[src/rtl/debounce_array_pkg.sv]
// rtl/debounce_array_pkg.sv - shared state encodings and default timing for the debouncer
package debounce_defs;

  typedef enum logic [1:0] {
    ST_LOW       = 2'd0,
    ST_WAIT_HIGH = 2'd1,
    ST_HIGH      = 2'd2,
    ST_WAIT_LOW  = 2'd3
  } deb_state_t;

  localparam int DEF_N            = 4;
  localparam int DEF_TICK_DIV     = 50_000;
  localparam int DEF_STABLE_TICKS = 40;
  localparam int DEF_LONG_TICKS   = 2_000;
  localparam int DEF_CW           = 16;

  // Counter width for a 0..v-1 counter, never below one bit.
  function automatic int cnt_width(input int v);
    return (v <= 2) ? 1 : $clog2(v);
  endfunction

endpackage

[src/rtl/debounce_chan.sv]
// rtl/debounce_chan.sv - one debounced channel: synchroniser, stability FSM, edge and long-press pulses
module debounce_chan
  import debounce_defs::*;
#(
  parameter int STABLE_TICKS = DEF_STABLE_TICKS,
  parameter int LONG_TICKS   = DEF_LONG_TICKS,
  parameter int CW           = DEF_CW
) (
  input  logic clk,
  input  logic rst_n,
  input  logic tick,
  input  logic sw,
  output logic level_o,
  output logic rise_o,
  output logic fall_o,
  output logic long_o
);

  localparam logic [CW-1:0] STABLE_LAST = CW'(STABLE_TICKS - 1);
  localparam logic [CW-1:0] LONG_MAX    = CW'(LONG_TICKS);
  localparam logic [CW-1:0] LONG_LAST   = CW'(LONG_TICKS - 1);
  localparam bit            LONG_EN     = (LONG_TICKS != 0);

  logic [1:0]    sync_q;
  logic          sync;
  deb_state_t    state;
  logic [CW-1:0] cnt;
  logic [CW-1:0] hold_cnt;

  assign sync = sync_q[1];

  always_ff @(posedge clk or negedge rst_n) begin
    if (!rst_n) begin
      sync_q <= 2'b00;
    end else begin
      sync_q <= {sync_q[0], sw};
    end
  end

  always_ff @(posedge clk or negedge rst_n) begin
    if (!rst_n) begin
      state    <= ST_LOW;
      cnt      <= '0;
      hold_cnt <= '0;
      level_o  <= 1'b0;
      rise_o   <= 1'b0;
      fall_o   <= 1'b0;
      long_o   <= 1'b0;
    end else begin
      rise_o <= 1'b0;
      fall_o <= 1'b0;
      long_o <= 1'b0;
      case (state)
        ST_LOW: begin
          if (sync) begin
            state <= ST_WAIT_HIGH;
            cnt   <= '0;
          end
        end
        ST_WAIT_HIGH: begin
          if (!sync) begin
            state <= ST_LOW;
            cnt   <= '0;
          end else if (tick) begin
            if (cnt == STABLE_LAST) begin
              state    <= ST_HIGH;
              level_o  <= 1'b1;
              rise_o   <= 1'b1;
              hold_cnt <= '0;
              cnt      <= '0;
            end else begin
              cnt <= cnt + CW'(1);
            end
          end
        end
        ST_HIGH: begin
          if (!sync) begin
            state <= ST_WAIT_LOW;
            cnt   <= '0;
          end else if (tick && LONG_EN && (hold_cnt != LONG_MAX)) begin
            // Saturates at LONG_TICKS so a press yields exactly one long pulse.
            hold_cnt <= hold_cnt + CW'(1);
            if (hold_cnt == LONG_LAST) long_o <= 1'b1;
          end
        end
        ST_WAIT_LOW: begin
          if (sync) begin
            state <= ST_HIGH;
            cnt   <= '0;
          end else if (tick) begin
            if (cnt == STABLE_LAST) begin
              state   <= ST_LOW;
              level_o <= 1'b0;
              fall_o  <= 1'b1;
              cnt     <= '0;
            end else begin
              cnt <= cnt + CW'(1);
            end
          end
        end
        default: state <= ST_LOW;
      endcase
    end
  end

endmodule

[src/rtl/debounce_array.sv]
// rtl/debounce_array.sv - N-channel debouncer sharing one prescaler tick
module debounce_array
  import debounce_defs::*;
#(
  parameter int N            = DEF_N,
  parameter int TICK_DIV     = DEF_TICK_DIV,
  parameter int STABLE_TICKS = DEF_STABLE_TICKS,
  parameter int LONG_TICKS   = DEF_LONG_TICKS,
  parameter int CW           = DEF_CW
) (
  input  logic         clk,
  input  logic         rst_n,
  input  logic [N-1:0] sw_in,
  output logic [N-1:0] level_o,
  output logic [N-1:0] rise_o,
  output logic [N-1:0] fall_o,
  output logic [N-1:0] long_o,
  output logic         tick_o
);

  localparam int            PW       = cnt_width(TICK_DIV);
  localparam logic [PW-1:0] DIV_LAST = PW'(TICK_DIV - 1);

  logic [PW-1:0] div_cnt;
  logic          tick;

  // Tick is decoded from the count so it is high exactly while the count sits at its last value.
  assign tick   = (div_cnt == DIV_LAST);
  assign tick_o = tick;

  always_ff @(posedge clk or negedge rst_n) begin
    if (!rst_n) begin
      div_cnt <= '0;
    end else if (tick) begin
      div_cnt <= '0;
    end else begin
      div_cnt <= div_cnt + PW'(1);
    end
  end

  for (genvar i = 0; i < N; i++) begin : g_chan
    debounce_chan #(
      .STABLE_TICKS(STABLE_TICKS),
      .LONG_TICKS  (LONG_TICKS),
      .CW          (CW)
    ) u_chan (
      .clk    (clk),
      .rst_n  (rst_n),
      .tick   (tick),
      .sw     (sw_in[i]),
      .level_o(level_o[i]),
      .rise_o (rise_o[i]),
      .fall_o (fall_o[i]),
      .long_o (long_o[i])
    );
  end

endmodule
[config.mk]
export PLATFORM = sky130hd
export DESIGN_NAME = debounce_array
export DESIGN_NICKNAME = d
export VERILOG_FILES = /design/src/rtl/debounce_array_pkg.sv /design/src/rtl/debounce_chan.sv /design/src/rtl/debounce_array.sv
export SDC_FILE = /design/constraint.sdc
export NUM_CORES = 1
export LEC_CHECK = 0
export BUFFER_PORTS_ARGS = -buffer_cell sky130_fd_sc_hd__buf_2
export CORE_MARGIN = 1
export CORE_UTILIZATION = 52
export CTS_CLUSTER_SIZE = 20
export DETAILED_ROUTE_END_ITERATION = 7
export PLACE_DENSITY_LB_ADDON = 0.15
export SYNTH_ARGS = -nofsm -noshare
export SYNTH_HDL_FRONTEND = slang
export SYNTH_SLANG_ARGS = --single-unit
[constraint.sdc]
create_clock -name clk -period 3.47 [get_ports clk]
set_clock_uncertainty 0.2 [all_clocks]
set_input_delay 0.1735 -clock clk [delete_from_list [all_inputs] [get_ports clk]]
set_output_delay 0.1735 -clock clk [all_outputs]
set_load 0.01 [all_outputs]
# Yosys cells after proc, flatten, opt, wreduce, memory -nomap -nowiden
# Index checks and enable logic that the tools add are counted.
[totals]
reg_bits = 176
inputBits = 6
output_inout_bits = 17
[op_classes]
addsub = 9
eq_ne = 81
n_mux = 157
n_reduce_logical = 32
[ops]
columns = ["op", "count"]
rows = [
  ["16-bit 2-to-1 mux", 45],
  ["16-bit one-hot mux with 4 select lines", 4],
  ["16-bit by 1-bit adder with 16-bit output, second input constant", 9],
  ["16-bit one-hot mux with 2 select lines", 4],
  ["16-bit by 11-bit == test with 1-bit output, second input constant", 4],
  ["16-bit by 6-bit == test with 1-bit output, second input constant", 4],
  ["1-bit 2-to-1 mux", 64],
  ["2-bit 2-to-1 mux", 32],
  ["16-bit by 11-bit != test with 1-bit output, second input constant", 4],
  ["2-bit by 1-bit != test with 1-bit output, second input constant", 24],
  ["6-bit AND reduction", 8],
  ["2-bit != test, second input constant", 16],
  ["2-bit one-hot mux with 4 select lines", 4],
  ["7-bit AND reduction", 4],
  ["3-bit != test, second input constant", 8],
  ["16-bit == test, second input constant", 1],
  ["2-bit == test, second input constant", 8],
  ["2-bit nonzero test", 8],
  ["3-bit by 1-bit != test with 1-bit output, second input constant", 4],
  ["3-bit by 2-bit != test with 1-bit output, second input constant", 4],
  ["2-bit by 1-bit == test with 1-bit output, second input constant", 4],
  ["2-bit logical NOT", 4],
  ["1-bit one-hot mux with 2 select lines", 4],
  ["2-bit AND reduction", 4],
  ["1-bit logical AND", 4],
]

# Longest topological paths before layout
[depth]
depth_word = 5
mapped_depth = 11
mapped_depth_nobuf = 8

# Cells and area by module
# A second synthesis with hierarchy kept.
[unflattened]
cells_unflattened = 1018
hier_area_um2 = 9619.2
[modules_own_cells]
columns = ["module", "n_inst", "cells_per_inst", "area_per_inst_um2", "seq_area_each_um2"]
rows = [
  ["debounce_chan at g_chan[1].u_chan ...", 2, 251, 2294.7, 1001.0],
  ["debounce_chan at g_chan[3].u_chan", 1, 225, 2160.8, 1001.0],
  ["debounce_chan at g_chan[0].u_chan", 1, 224, 2090.8, 1001.0],
  ["debounce_array", 1, 67, 778.2, 400.4],
]

# Worst setup path after synthesis
# Ideal clock, no wire load.
[synth_timing]
path_kind = "reg2reg"
startpoint = "reg div_cnt[0]"
endpoint = "reg g_chan[3].u_chan.hold_cnt[6]"
arrival_time_ps = 2173
required_time_ps = 3192
slack_ps = 1019
path_stages_with_launch = 9
period_less_slack_ps = 2451
path_cell_list = "dfrtp_1 > ha_1 > and3_1 > clkbuf_1 > nand4_4 > or4_4 > buf_6 > or3_1 > a21oi_1"
[synth_between]
elab_chain_len = 4
[synth_rtl]
columns = ["element", "line", "rtl"]
rows = [
  ["from (decl)", "debounce_array.sv:24", "logic [PW-1:0] div_cnt;"],
  ["from (signal assigned)", "debounce_array.sv:37", "div_cnt <= div_cnt + PW'(1);"],
  ["16-bit == test *", "debounce_array.sv:28", "assign tick = (div_cnt == DIV_LAST);"],
  ["1-bit logical AND", "debounce_chan.sv:80", "end else if (tick && LONG_EN && (hold_cnt != LONG_MAX)) begin"],
  ["2-bit by 1-bit != test with 1-bit output (no line)", "-", ""],
  ["6-bit AND reduction (no line) *", "-", ""],
  ["to (signal assigned)", "debounce_chan.sv:82", "hold_cnt <= hold_cnt + CW'(1);"],
  ["to (decl)", "debounce_chan.sv:28", "logic [CW-1:0] hold_cnt;"],
]
# Every way passes the cells marked *; elsewhere a longest branch is shown, timed or not.
# A chain may end at the register's enable or synchronous reset.

# Worst setup path in the final report
[layout_timing]
startpoint = "reg div_cnt[0]"
endpoint = "reg g_chan[1].u_chan.hold_cnt[3]"
[layout_between]
elab_chain_len = 4
[layout_rtl]
columns = ["element", "line"]
rows = [
  ["16-bit == test *", "debounce_array.sv:28"],
  ["1-bit logical AND", "debounce_chan.sv:80"],
  ["2-bit by 1-bit != test with 1-bit output (no line)", "-"],
  ["6-bit AND reduction (no line) *", "-"],
  ["to (signal assigned)", "debounce_chan.sv:82"],
  ["to (decl)", "debounce_chan.sv:28"],
]
# Marks and branches as above.

==> impl_metrics.env <==
export IMPL_route_vias_total=6652
export IMPL_pwr_share_seq=0.497
export IMPL_cts_root_buffer="clkbuf_16"
export IMPL_pwr_share_clk=0.467
export IMPL_power_density_nw_per_um2=422.0
export IMPL_drv_slew=0
export IMPL_synth_area_leaders="dfrtp_1, nor2_1, xor2_1, xnor2_1, nand2_1"
export IMPL_status="finished, final reports clean"
export IMPL_synth_edff_count=0
export IMPL_finalPower_w=0.004199
export IMPL_antenna_found_initial=0
export IMPL_antenna_left=0
export IMPL_internal_power_w=0.003257
export IMPL_die_w_um=133.8
export IMPL_final_area_um2=9951
export IMPL_setup_violations=0
export IMPL_ys_seq_area_frac=0.4879
export IMPL_synth_simple_gate_area_frac=0.2839
export IMPL_fin_crit_ns=2.875
export IMPL_dpl_instance_area_um2=9298
export IMPL_drive_above_1_share=0.09356
export IMPL_routabilityCongestion=0.8328
export IMPL_cts_clk_slew_worst_paths_ns=0.07
export IMPL_synthFlopType="dfrtp_1"
export IMPL_rows=47
export IMPL_synth_top_area_frac=0.4879
export IMPL_grt_usage=0.2198
export IMPL_hold_class="flip-flop to flip-flop"
export IMPL_synth_top_family_by_area="simple AND/OR/NAND/NOR gates"
export IMPL_layout_setup_ws_ns=0.5946
export IMPL_ctsResizeCount=0
export IMPL_finalWirelength_mm=17.64
export IMPL_drc_errors=0
export IMPL_yosys_cell_types_count=58
export IMPL_drt_first_pass_iters=5
export IMPL_cts_tree="yes"
export IMPL_cts_inserted_buffers=17
export IMPL_ys_warn_count=0
export IMPL_cp_end_kind="flip-flop"
export IMPL_netlist_area_um2=9027
export IMPL_swShare=0.2245
export IMPL_maxCapViolations=0
export IMPL_synth_compound_gate_area_share=0.05904
export IMPL_overflow=0
export IMPL_crit_fanout=16
export IMPL_syn_nets=983
export IMPL_rsz0062_at_grt="no"
export IMPL_crit_path_start_kind="flip-flop"
export IMPL_post_drt_wl_per_cell_um=14.53
export IMPL_cts_htree_levels=4
export IMPL_via_per_inst=5.479
export IMPL_insertion_delay_ns=0.43
export IMPL_synth_xor_area_frac=0.1028
export IMPL_area_growth_pct=10.23
export IMPL_worst_slew_pin_slew_ns=0.8442
export IMPL_n_fill_cell=1471
export IMPL_multi_input_area_um2=4274
export IMPL_async_flop_share=1.000
export IMPL_clk_path_buf_depth=2
export IMPL_fmax_mhz=347.8
export IMPL_p_leak_nw=4.276
export IMPL_tns_ns=0
export IMPL_drt_iter0_drc=451
export IMPL_coreArea_um2=16760
export IMPL_synth_fa_ha_area_frac=0.01802
export IMPL_ios=23
export IMPL_cp_arrival_ns=3.04
export IMPL_peakVddDrop_uv=425.2
export IMPL_grt_pass1_wl_mm=31.68
export IMPL_antennaDiodeCount=0
export IMPL_initial_core_util=0.5386
export IMPL_grt_max_degree=105
export IMPL_synthCells=964
export IMPL_power_switching_w=0.0009426
export IMPL_comb_power_share=0.036
export IMPL_avgSynthCellArea_um2=9.365
export IMPL_worstPathRequired_ns=3.64
export IMPL_timing_final_crit_share=0.8286
export IMPL_die_area_um2=17890
export IMPL_synthMuxAreaShare=0.009702
export IMPL_path_class="flip-flop to flip-flop"
export IMPL_synth_top_cell_by_area="dfrtp_1"
export IMPL_grt_pass1_vias=6592
export IMPL_place_inst=1177
export IMPL_finalNonFillerCells=1214
export IMPL_layout_nets=1000
export IMPL_place_hpwl_mm=11.95
export IMPL_cts_num_sinks=176
export IMPL_ff_latch_area_um2=4404
export IMPL_maxSlewHeadroom=0.4372
export IMPL_die_y_um=133.8
export IMPL_hold_violations=0
export IMPL_place_ws_ns=0.6064
export IMPL_ys_ff_latch=176
export IMPL_portBuffers=22
[metal layers]
layer,routed length [um],up-vias,track usage
li1,-,3354,-
met1,8838,3166,0.3187
met2,7941,118,0.3273
met5,0,-,0
met4,231,0,0.06629
met3,632,14,0.04947
[logic make-up after synthesis]
logic type,count (synthesis)
AOI/OAI and AO/OA,90
xor gates and xnor gates,106
DFF,176
and+or+nand+nor,498
adders and majority gates,13
muxes,8
buffers and inverters,73
[power by group through the flow]
stage	combinational, W	sequential [W]	clock (W)
after floorplan	0.0000920	0.00211	0
final	0.000152	0.00209	0.00196
after global placement	0.000151	0.00212	0
after detailed placement	0.000150	0.00212	0
after CTS	0.000156	0.00209	0.00201
after global routing	0.000177	0.00209	0.00209
[worst max-delay path, stage by stage, from the launching register on]
cell     delay (ns)
dfrtp_1        0.36
ha_1           0.18
and3_1         0.32
nand4_4        0.25
inv_2          0.36
nand2_1        0.24
a21o_1         0.30
or4b_1         0.51
nand2_1        0.08
[per-stage QoR]
| stage | util | hold WS, ns |
|---|---|---|
| final | 0.5937 | 0.1504 |
| after global routing | 0.5937 | 0.1646 |
| after CTS | 0.5937 | 0.1523 |
| after detailed placement | 0.5548 | 0.08327 |
| after global placement | 0.5548 | 0.08262 |
| after floorplan | - | -0.3221 |
[cells in the mapped netlist, types with 7 or more instances]
master	instances
nor3_1	28
or3_1	10
clkbuf_1	21
ha_1	13
nand3_1	49
nand4_1	40
and4_1	8
xnor2_1	51
a21oi_1	32
xor2_1	55
and3_1	13
nand2_1	103
nor2_1	154
o21ai_0	25
a31oi_1	7
or4_1	7
nor4_1	21
nor3b_1	8
and2_1	7
buf_4	16
inv_1	27
dfrtp_1	176
nand2b_1	10
[cell usage in the layout, fill, tap and decap left out, types with 8 or more instances in the layout]
cell / synthesis / routed
xor2_1: 55 / 55
ha_1: 13 / 13
nor3b_1: 8 / 8
nor3_1: 28 / 28
xnor2_1: 51 / 51
nor4_1: 21 / 21
o21ai_0: 25 / 25
clkbuf_16: 0 / 17
nand2b_1: 10 / 10
and4_1: 8 / 8
nand3_1: 49 / 49
or3_1: 10 / 10
a21oi_1: 32 / 32
buf_4: 16 / 16
nand2_1: 103 / 103
and3_1: 13 / 13
dfrtp_1: 176 / 176
buf_2: 6 / 21
nand4_1: 40 / 40
nor2_1: 154 / 154
inv_1: 27 / 27
[layout make-up]
| cell class | count | share of cell area |
|---|---|---|
| Clock buffer | 18 | 0.04413 |
| Clock inverter | 14 | 0.01647 |
| Inverter | 28 | 0.01056 |
| Multi-Input combinational cell | 715 | 0.4295 |
| Sequential cell | 176 | 0.4426 |
| Tap cell | 220 | 0.02766 |
| Timing Repair Buffer | 43 | 0.02905 |
[final timing paths]
kind	startpoint	endpoint	slack, ns	cells after the start
setup / recovery	div_cnt[0]	g_chan[1].u_chan.hold_cnt[3]	0.59	8
hold / removal	g_chan[0].u_chan.sync_q[0]	g_chan[0].u_chan.sync_q[1]	0.15	0
setup reg to reg	div_cnt[0]	g_chan[1].u_chan.hold_cnt[3]	0.59	8
hold reg to reg	g_chan[0].u_chan.sync_q[0]	g_chan[0].u_chan.sync_q[1]	0.15	0
max in group asynchronous	rst_n	g_chan[1].u_chan.state[0]	1.94	3
min in group asynchronous	rst_n	g_chan[0].u_chan.sync_q[1]	0.19	2
[sequential cells by signal, indices dropped and copies added (netlist names), named ones only]
name and count:
g_chan.u_chan.state 4, div_cnt 16, g_chan.u_chan.rise_o 4, g_chan.u_chan.level_o 4, g_chan.u_chan.hold_cnt 64, g_chan.u_chan.cnt 64
g_chan.u_chan.sync_q 8, g_chan.u_chan.fall_o 4, g_chan.u_chan.long_o 4
[repair_timing]
action,CTS,global route
hold buffers,5,0
buffers inserted,0,0
hold endpoints to repair,104,0
Note: power is estimated with default switching activity, not from simulation.
